### src/rtl/seg_pkg.sv
// Shared 7-segment definitions: segment bit positions, blank pattern and hex glyph table.
// Segment order is {dp,g,f,e,d,c,b,a}, active high.
package seg_pkg;

    localparam int SEG_A  = 0;
    localparam int SEG_B  = 1;
    localparam int SEG_C  = 2;
    localparam int SEG_D  = 3;
    localparam int SEG_E  = 4;
    localparam int SEG_F  = 5;
    localparam int SEG_G  = 6;
    localparam int SEG_DP = 7;

    localparam logic [7:0] SEG_BLANK = 8'h00;

    function automatic logic [6:0] hex_to_seg(input logic [3:0] nibble);
        logic [6:0] seg;
        case (nibble)
            4'h0: seg = 7'h3F;
            4'h1: seg = 7'h06;
            4'h2: seg = 7'h5B;
            4'h3: seg = 7'h4F;
            4'h4: seg = 7'h66;
            4'h5: seg = 7'h6D;
            4'h6: seg = 7'h7D;
            4'h7: seg = 7'h07;
            4'h8: seg = 7'h7F;
            4'h9: seg = 7'h6F;
            4'hA: seg = 7'h77;
            4'hB: seg = 7'h7C;
            4'hC: seg = 7'h39;
            4'hD: seg = 7'h5E;
            4'hE: seg = 7'h79;
            default: seg = 7'h71;
        endcase
        return seg;
    endfunction

endpackage

### src/rtl/decode_8seg.sv
// Combinational hex nibble to segments a..g decoder, zero latency, no flow control.
module decode_8seg
    import seg_pkg::*;
(
    input  logic [3:0] nibble_i,
    output logic [6:0] seg_o
);

    assign seg_o = hex_to_seg(nibble_i);

endmodule

### src/rtl/multi_digit_scan_drv.sv
// Multiplexed N-digit 7-segment scanner with prescaled PWM, dead-time blanking, LZ suppression.
// Outputs are registered; data is double-buffered and swapped only at frame boundaries.
module multi_digit_scan_drv
    import seg_pkg::*;
#(
    parameter int NUM_DIGITS  = 4,
    parameter int PRESCALE    = 1024,
    parameter int BRIGHT_BITS = 3
) (
    input  logic                    i_Clk,
    input  logic                    i_Rst_n,
    input  logic                    i_Oe,
    input  logic [4*NUM_DIGITS-1:0] i_Data,
    input  logic [NUM_DIGITS-1:0]   i_Dp,
    input  logic                    i_Data_Valid,
    input  logic                    i_Lz_En,
    input  logic [BRIGHT_BITS-1:0]  i_Bright,
    output logic [NUM_DIGITS-1:0]   o_Drains,
    output logic [7:0]              o_Leds,
    output logic                    o_Frame_Start
);

    localparam int PW     = $clog2(PRESCALE);
    localparam int DW     = (NUM_DIGITS > 1) ? $clog2(NUM_DIGITS) : 1;
    localparam int DATA_W = 4 * NUM_DIGITS;

    localparam logic [PW-1:0]          PRESC_MAX = PW'(PRESCALE - 1);
    localparam logic [BRIGHT_BITS-1:0] PHASE_MAX = '1;
    localparam logic [DW-1:0]          DIGIT_MAX = DW'(NUM_DIGITS - 1);

    logic [PW-1:0]          presc_q, presc_d;
    logic [BRIGHT_BITS-1:0] phase_q, phase_d;
    logic [DW-1:0]          digit_q, digit_d;
    logic [DATA_W-1:0]      pend_dat_q, pend_dat_d;
    logic [NUM_DIGITS-1:0]  pend_dp_q, pend_dp_d;
    logic                   pend_vld_q, pend_vld_d;
    logic [DATA_W-1:0]      shd_dat_q, shd_dat_d;
    logic [NUM_DIGITS-1:0]  shd_dp_q, shd_dp_d;
    logic                   oe_q;
    logic [NUM_DIGITS-1:0]  drains_q, drains_d;
    logic [7:0]             leds_q, leds_d;
    logic                   fs_q, fs_d;

    logic       tick;
    logic       boundary;
    logic       load_shadow;
    logic [3:0] sel_nib;
    logic       sel_dp;
    logic       sel_blank;
    logic       zero_run;
    logic       drive_on;
    logic [6:0] dec_seg;

    always_ff @(posedge i_Clk or negedge i_Rst_n) begin
        if (!i_Rst_n) begin
            presc_q    <= '0;
            phase_q    <= '0;
            digit_q    <= '0;
            pend_dat_q <= '0;
            pend_dp_q  <= '0;
            pend_vld_q <= 1'b0;
            shd_dat_q  <= '0;
            shd_dp_q   <= '0;
            oe_q       <= 1'b0;
            drains_q   <= '0;
            leds_q     <= SEG_BLANK;
            fs_q       <= 1'b0;
        end else begin
            presc_q    <= presc_d;
            phase_q    <= phase_d;
            digit_q    <= digit_d;
            pend_dat_q <= pend_dat_d;
            pend_dp_q  <= pend_dp_d;
            pend_vld_q <= pend_vld_d;
            shd_dat_q  <= shd_dat_d;
            shd_dp_q   <= shd_dp_d;
            oe_q       <= i_Oe;
            drains_q   <= drains_d;
            leds_q     <= leds_d;
            fs_q       <= fs_d;
        end
    end

    // Scan counters and the pending -> shadow transfer at frame boundary or OE rise.
    always_comb begin
        presc_d     = presc_q;
        phase_d     = phase_q;
        digit_d     = digit_q;
        pend_dat_d  = pend_dat_q;
        pend_dp_d   = pend_dp_q;
        pend_vld_d  = pend_vld_q;
        shd_dat_d   = shd_dat_q;
        shd_dp_d    = shd_dp_q;
        boundary    = 1'b0;
        tick        = (presc_q == PRESC_MAX);

        if (!i_Oe) begin
            presc_d = '0;
            phase_d = '0;
            digit_d = '0;
        end else begin
            presc_d = tick ? '0 : presc_q + 1'b1;
            if (tick) begin
                phase_d = phase_q + 1'b1;
                if (phase_q == PHASE_MAX) begin
                    if (digit_q == DIGIT_MAX) begin
                        digit_d  = '0;
                        boundary = 1'b1;
                    end else begin
                        digit_d = digit_q + 1'b1;
                    end
                end
            end
        end

        load_shadow = i_Oe && (boundary || !oe_q);
        if (load_shadow && pend_vld_q) begin
            shd_dat_d  = pend_dat_q;
            shd_dp_d   = pend_dp_q;
            pend_vld_d = 1'b0;
        end

        // A strobe coinciding with the swap lands in pending for the following frame.
        if (i_Data_Valid) begin
            pend_dat_d = i_Data;
            pend_dp_d  = i_Dp;
            pend_vld_d = 1'b1;
        end
    end

    // Digit select and leading-zero run, evaluated on the post-edge state.
    always_comb begin
        sel_nib   = 4'h0;
        sel_dp    = 1'b0;
        sel_blank = 1'b0;
        zero_run  = 1'b1;
        for (int k = NUM_DIGITS - 1; k >= 0; k--) begin
            zero_run = zero_run && (shd_dat_d[4*k +: 4] == 4'h0);
            if (digit_d == DW'(k)) begin
                sel_nib   = shd_dat_d[4*k +: 4];
                sel_dp    = shd_dp_d[k];
                sel_blank = i_Lz_En && zero_run && (k != 0);
            end
        end
    end

    decode_8seg u_decode (
        .nibble_i (sel_nib),
        .seg_o    (dec_seg)
    );

    always_comb begin
        drains_d = '0;
        leds_d   = SEG_BLANK;
        drive_on = i_Oe && (phase_d != '0) && (phase_d <= i_Bright);
        if (drive_on) begin
            for (int k = 0; k < NUM_DIGITS; k++) begin
                drains_d[k] = (digit_d == DW'(k));
            end
            leds_d[SEG_DP]        = sel_dp;
            leds_d[SEG_G:SEG_A]   = sel_blank ? 7'h00 : dec_seg;
        end
        fs_d = boundary;
    end

    assign o_Drains      = drains_q;
    assign o_Leds        = leds_q;
    assign o_Frame_Start = fs_q;

endmodule

### config.mk
export PLATFORM = sky130hd
export DESIGN_NAME = multi_digit_scan_drv
export DESIGN_NICKNAME = d
export VERILOG_FILES = /design/src/rtl/seg_pkg.sv /design/src/rtl/decode_8seg.sv /design/src/rtl/multi_digit_scan_drv.sv
export SDC_FILE = /design/constraint.sdc
export NUM_CORES = 1
export LEC_CHECK = 0
export ABC_CLOCK_PERIOD_IN_PS = 7950
export BUFFER_PORTS_ARGS = -buffer_cell sky130_fd_sc_hd__buf_2
export CAP_MARGIN = 25
export CORE_ASPECT_RATIO = 1.5
export CORE_MARGIN = 1.5
export CORE_UTILIZATION = 38
export DETAILED_ROUTE_END_ITERATION = 7
export PLACE_DENSITY_LB_ADDON = 0.12
export REMOVE_ABC_BUFFERS = 1
export SETUP_SLACK_MARGIN = 0.1
export SLEW_MARGIN = 20
export SYNTH_ARGS = -nofsm -noshare
export SYNTH_HDL_FRONTEND = slang
export SYNTH_SLANG_ARGS = --single-unit
### constraint.sdc
create_clock -name i_Clk -period 7.95 [get_ports i_Clk]
set_input_delay 0.3975 -clock i_Clk [delete_from_list [all_inputs] [get_ports i_Clk]]
set_output_delay 0.3975 -clock i_Clk [all_outputs]
set_load 0.01 [all_outputs]
==> key figures <==
GRT
  – First-pass GRT wire length: 12100 microns
  – GR Overflow Total: 0
  – Largest net degree at the start of global routing: 71
  – Vias in the first global route: 2459
  – Total track usage: 16.8%
  – Initial antenna violation count: 0

Setup path
  – CP Launch Type: flop
  – Crit path arrival time: 3.78 ns
  – Worst setup path class: reg2reg
  – Critical Path RT: 8.14 ns
  – Crit path launch: presc_q[0]$_DFF_PN0_
  – Reg2reg start: presc_q[0]$_DFF_PN0_
  – Reg2reg setup slack: 4.36 ns
  – CP Capture Type: flop
  – Crit path max fanout: 14

CTS
  – Clock transition at the registers of the reported paths: 0.06 ns
  – Clk_lat worst skew: 0.33 ns
  – Root Buffer: clkbuf_16
  – Resize count post-CTS: 0
  – Cts bufs inserted: 9
  – TritonCTS clock tree: yes
  – Post CTS Setup Buffer Count: 0
  – Hold Buf Count CTS: 0
  – Sink Count: 70
  – H-tree levels: 3
  – Clock Path Buffers: 2

Timing
  – RSZ-0062 raised after global routing: false
  – Final hold vios: 0
  – Pins Over Slew Limit: 0
  – Final min period: 3.59 ns
  – Worst-margin pin slew: 0.881 ns
  – Worst clock skew: 0.00608 ns
  – Max-slew headroom: 39.6%
  – Setup violators final: 0
  – Period utilisation layout: 45.2%
  – Max Freq: 278 MHz
  – Fin Setup TNS: 0 ns

Logic synthesis
  – Syn. warnings: 0
  – Mean post-synth cell area: 11.4 sq um
  – Sequential element share of the synthesized area: 50.7%
  – Flops & latches, synth: 70
  – Synth cell types: 46
  – Mapped cell area: 3450 sq um
  – Ys async rst share: 100%
  – Synth Flop Type: dfrtp_1
  – Synthesized instance count: 304
  – Post-synth EDFFs: 0

Cells and area
  – Final #Nets: 386
  – Most common cell after layout, fill and taps aside: dfrtp_1
  – Fillers: 840
  – Multi-input gate area: 1600 sq um
  – Area growth syn-to-layout: 17.4%
  – Proportion of layout cells with a drive suffix above 1: 29.1%
  – Most frequent cells in the layout: dfrtp_1 (70), nand2_1 (46), buf_2 (40), mux2_2 (34), nor2_1 (16)
  – Register Area: 1750 sq um
  – Antenna cells: 0

Power and ir drop
  – Tot Pwr: 0.000971 W
  – Peak supply drop: 0.000159 V
  – Cell Pwr Density: 239 nW/um^2
  – Leakage: 1.95 nW

Die
  – Die Y: 120 microns
  – I/O pin cnt: 41
  – Starting Density: 39.1%
  – Core area: 8830 sq um
  – Row Count: 42
  – Die width: 80.9 microns
  – Die ar.: 9680 sq um

Route
  – First-pass DRT Iterations: 4
  – First DRT Iteration DRCs: 115
  – Routed wire length per instance: 15.5 microns
  – Routed Antenna Nets: 0
  – DRT Wirelength: 7150 microns
  – Via count: 2387
  – Residual DRC count: 0
  – Vias per cell: 5.19

Placement
  – HPWL Detailed: 5160 microns
  – Buffers on Ports: 40
  – Routability congestion estimate: 0.768

Flow run
  – Max Cap Violations: 0

Hold path
  – Hold crit path type: in2async

Outcome
  – Outcome: completed
## layer usage
metal / vias to the layer above / global-route usage [%] / routed length (microns)
met2: 35 / 28.9 / 3850
li1: 1153 / - / -
met1: 1186 / 19.4 / 2970
met3: 13 / 3.95 / 186
met5: - / 0 / 0
met4: 0 / 7.54 / 140
## power breakdown
group          switching, W  internal, W  leakage, nW  total, W
logic             0.0000746    0.0000616        0.909  0.000136
clock network      0.000148     0.000274        0.152  0.000422
registers         0.0000223     0.000390        0.887  0.000412
## critical path, cell delays in order, from the launching register on
cell and delay [ns]:
dfrtp_1 0.39, ha_1 0.25, and4_1 0.23, and4_4 0.21
nand3_1 0.08, o21a_1 0.51, clkinv_1 0.43, mux2_2 0.41
mux2i_4 0.21, ha_1 0.32, nor2_1 0.08, a22oi_1 0.20
a31oi_1 0.14
## cell type report
class	count	share of cell area [%]
well taps	110	3.39
flip-flops and latches	70	43.2
repair buffers	42	5.31
clock buffers	10	5.64
clock inverters	6	2.13
inverters	11	1.02
multi-input cells	211	39.3
## registers in the layout (all words and copies together) (netlist names)
signal / flops
o_Frame_Start: 1
o_Drains: 4
shd_dat_q: 16
pend_dp_q: 4
pend_dat_q: 16
oe_q: 1
pend_vld_q: 1
shd_dp_q: 4
digit_q: 2
phase_q: 3
o_Leds: 8
presc_q: 10
## kinds of logic after synthesis
family	synth area share [%]
AND/OR/NAND/NOR	14.9
multiplexers	15.3
flip-flops	50.7
buffers and inverters	3.11
adder cells (fa/ha/maj)	4.71
AO/OA/AOI/OAI	8.98
XOR/XNOR	2.28
## cell usage after synthesis, types with 3 or more instances
| cell type | n | share of area [%] |
|---|---|---|
| mux2i_1 | 10 | 2.9 |
| xnor2_1 | 4 | 1.0 |
| dfrtp_1 | 70 | 51 |
| and4_1 | 3 | 0.76 |
| or3_1 | 4 | 0.72 |
| nor3_1 | 4 | 0.58 |
| nor2_1 | 16 | 1.7 |
| xor2_1 | 5 | 1.3 |
| clkbuf_1 | 7 | 0.76 |
| o211ai_1 | 3 | 0.65 |
| o21ai_0 | 3 | 0.43 |
| a22oi_1 | 5 | 1.1 |
| mux2_2 | 34 | 11 |
| inv_1 | 9 | 0.98 |
| nand3_1 | 7 | 1.0 |
| nor4_1 | 6 | 1.1 |
| nand2_1 | 46 | 5.0 |
| nor2b_1 | 4 | 0.72 |
| ha_1 | 13 | 4.7 |
| and2_1 | 3 | 0.54 |
| a21oi_1 | 10 | 1.4 |
## worst paths after layout
check,to,cells past startpoint
max in group asynchronous,pend_dat_q[14]$_DFFE_PN0P_,2
worst min-delay path,pend_dp_q[1]$_DFFE_PN0P_,2
worst max-delay path,o_Leds[0]$_DFF_PN0_,12
worst max register to register,o_Leds[0]$_DFF_PN0_,12
min in group i_Clk,pend_dat_q[9]$_DFFE_PN0P_,2
worst min register to register,presc_q[0]$_DFF_PN0_,1
## per-stage QoR
stage               utilization (%)  setup slack, ns  std cells  cell area [sq um]  hold slack (ns)
finish                         45.9             4.36        460               4060            0.266
floorplan                         -             4.92        292               3390            0.102
CTS                            45.9             4.32        460               4060            0.282
global route                   45.9             4.05        460               4060            0.288
global placement               42.4             4.39        444               3740            0.444
detailed placement             42.4             4.36        444               3740            0.450
Note: power is estimated with default switching activity, not from simulation.
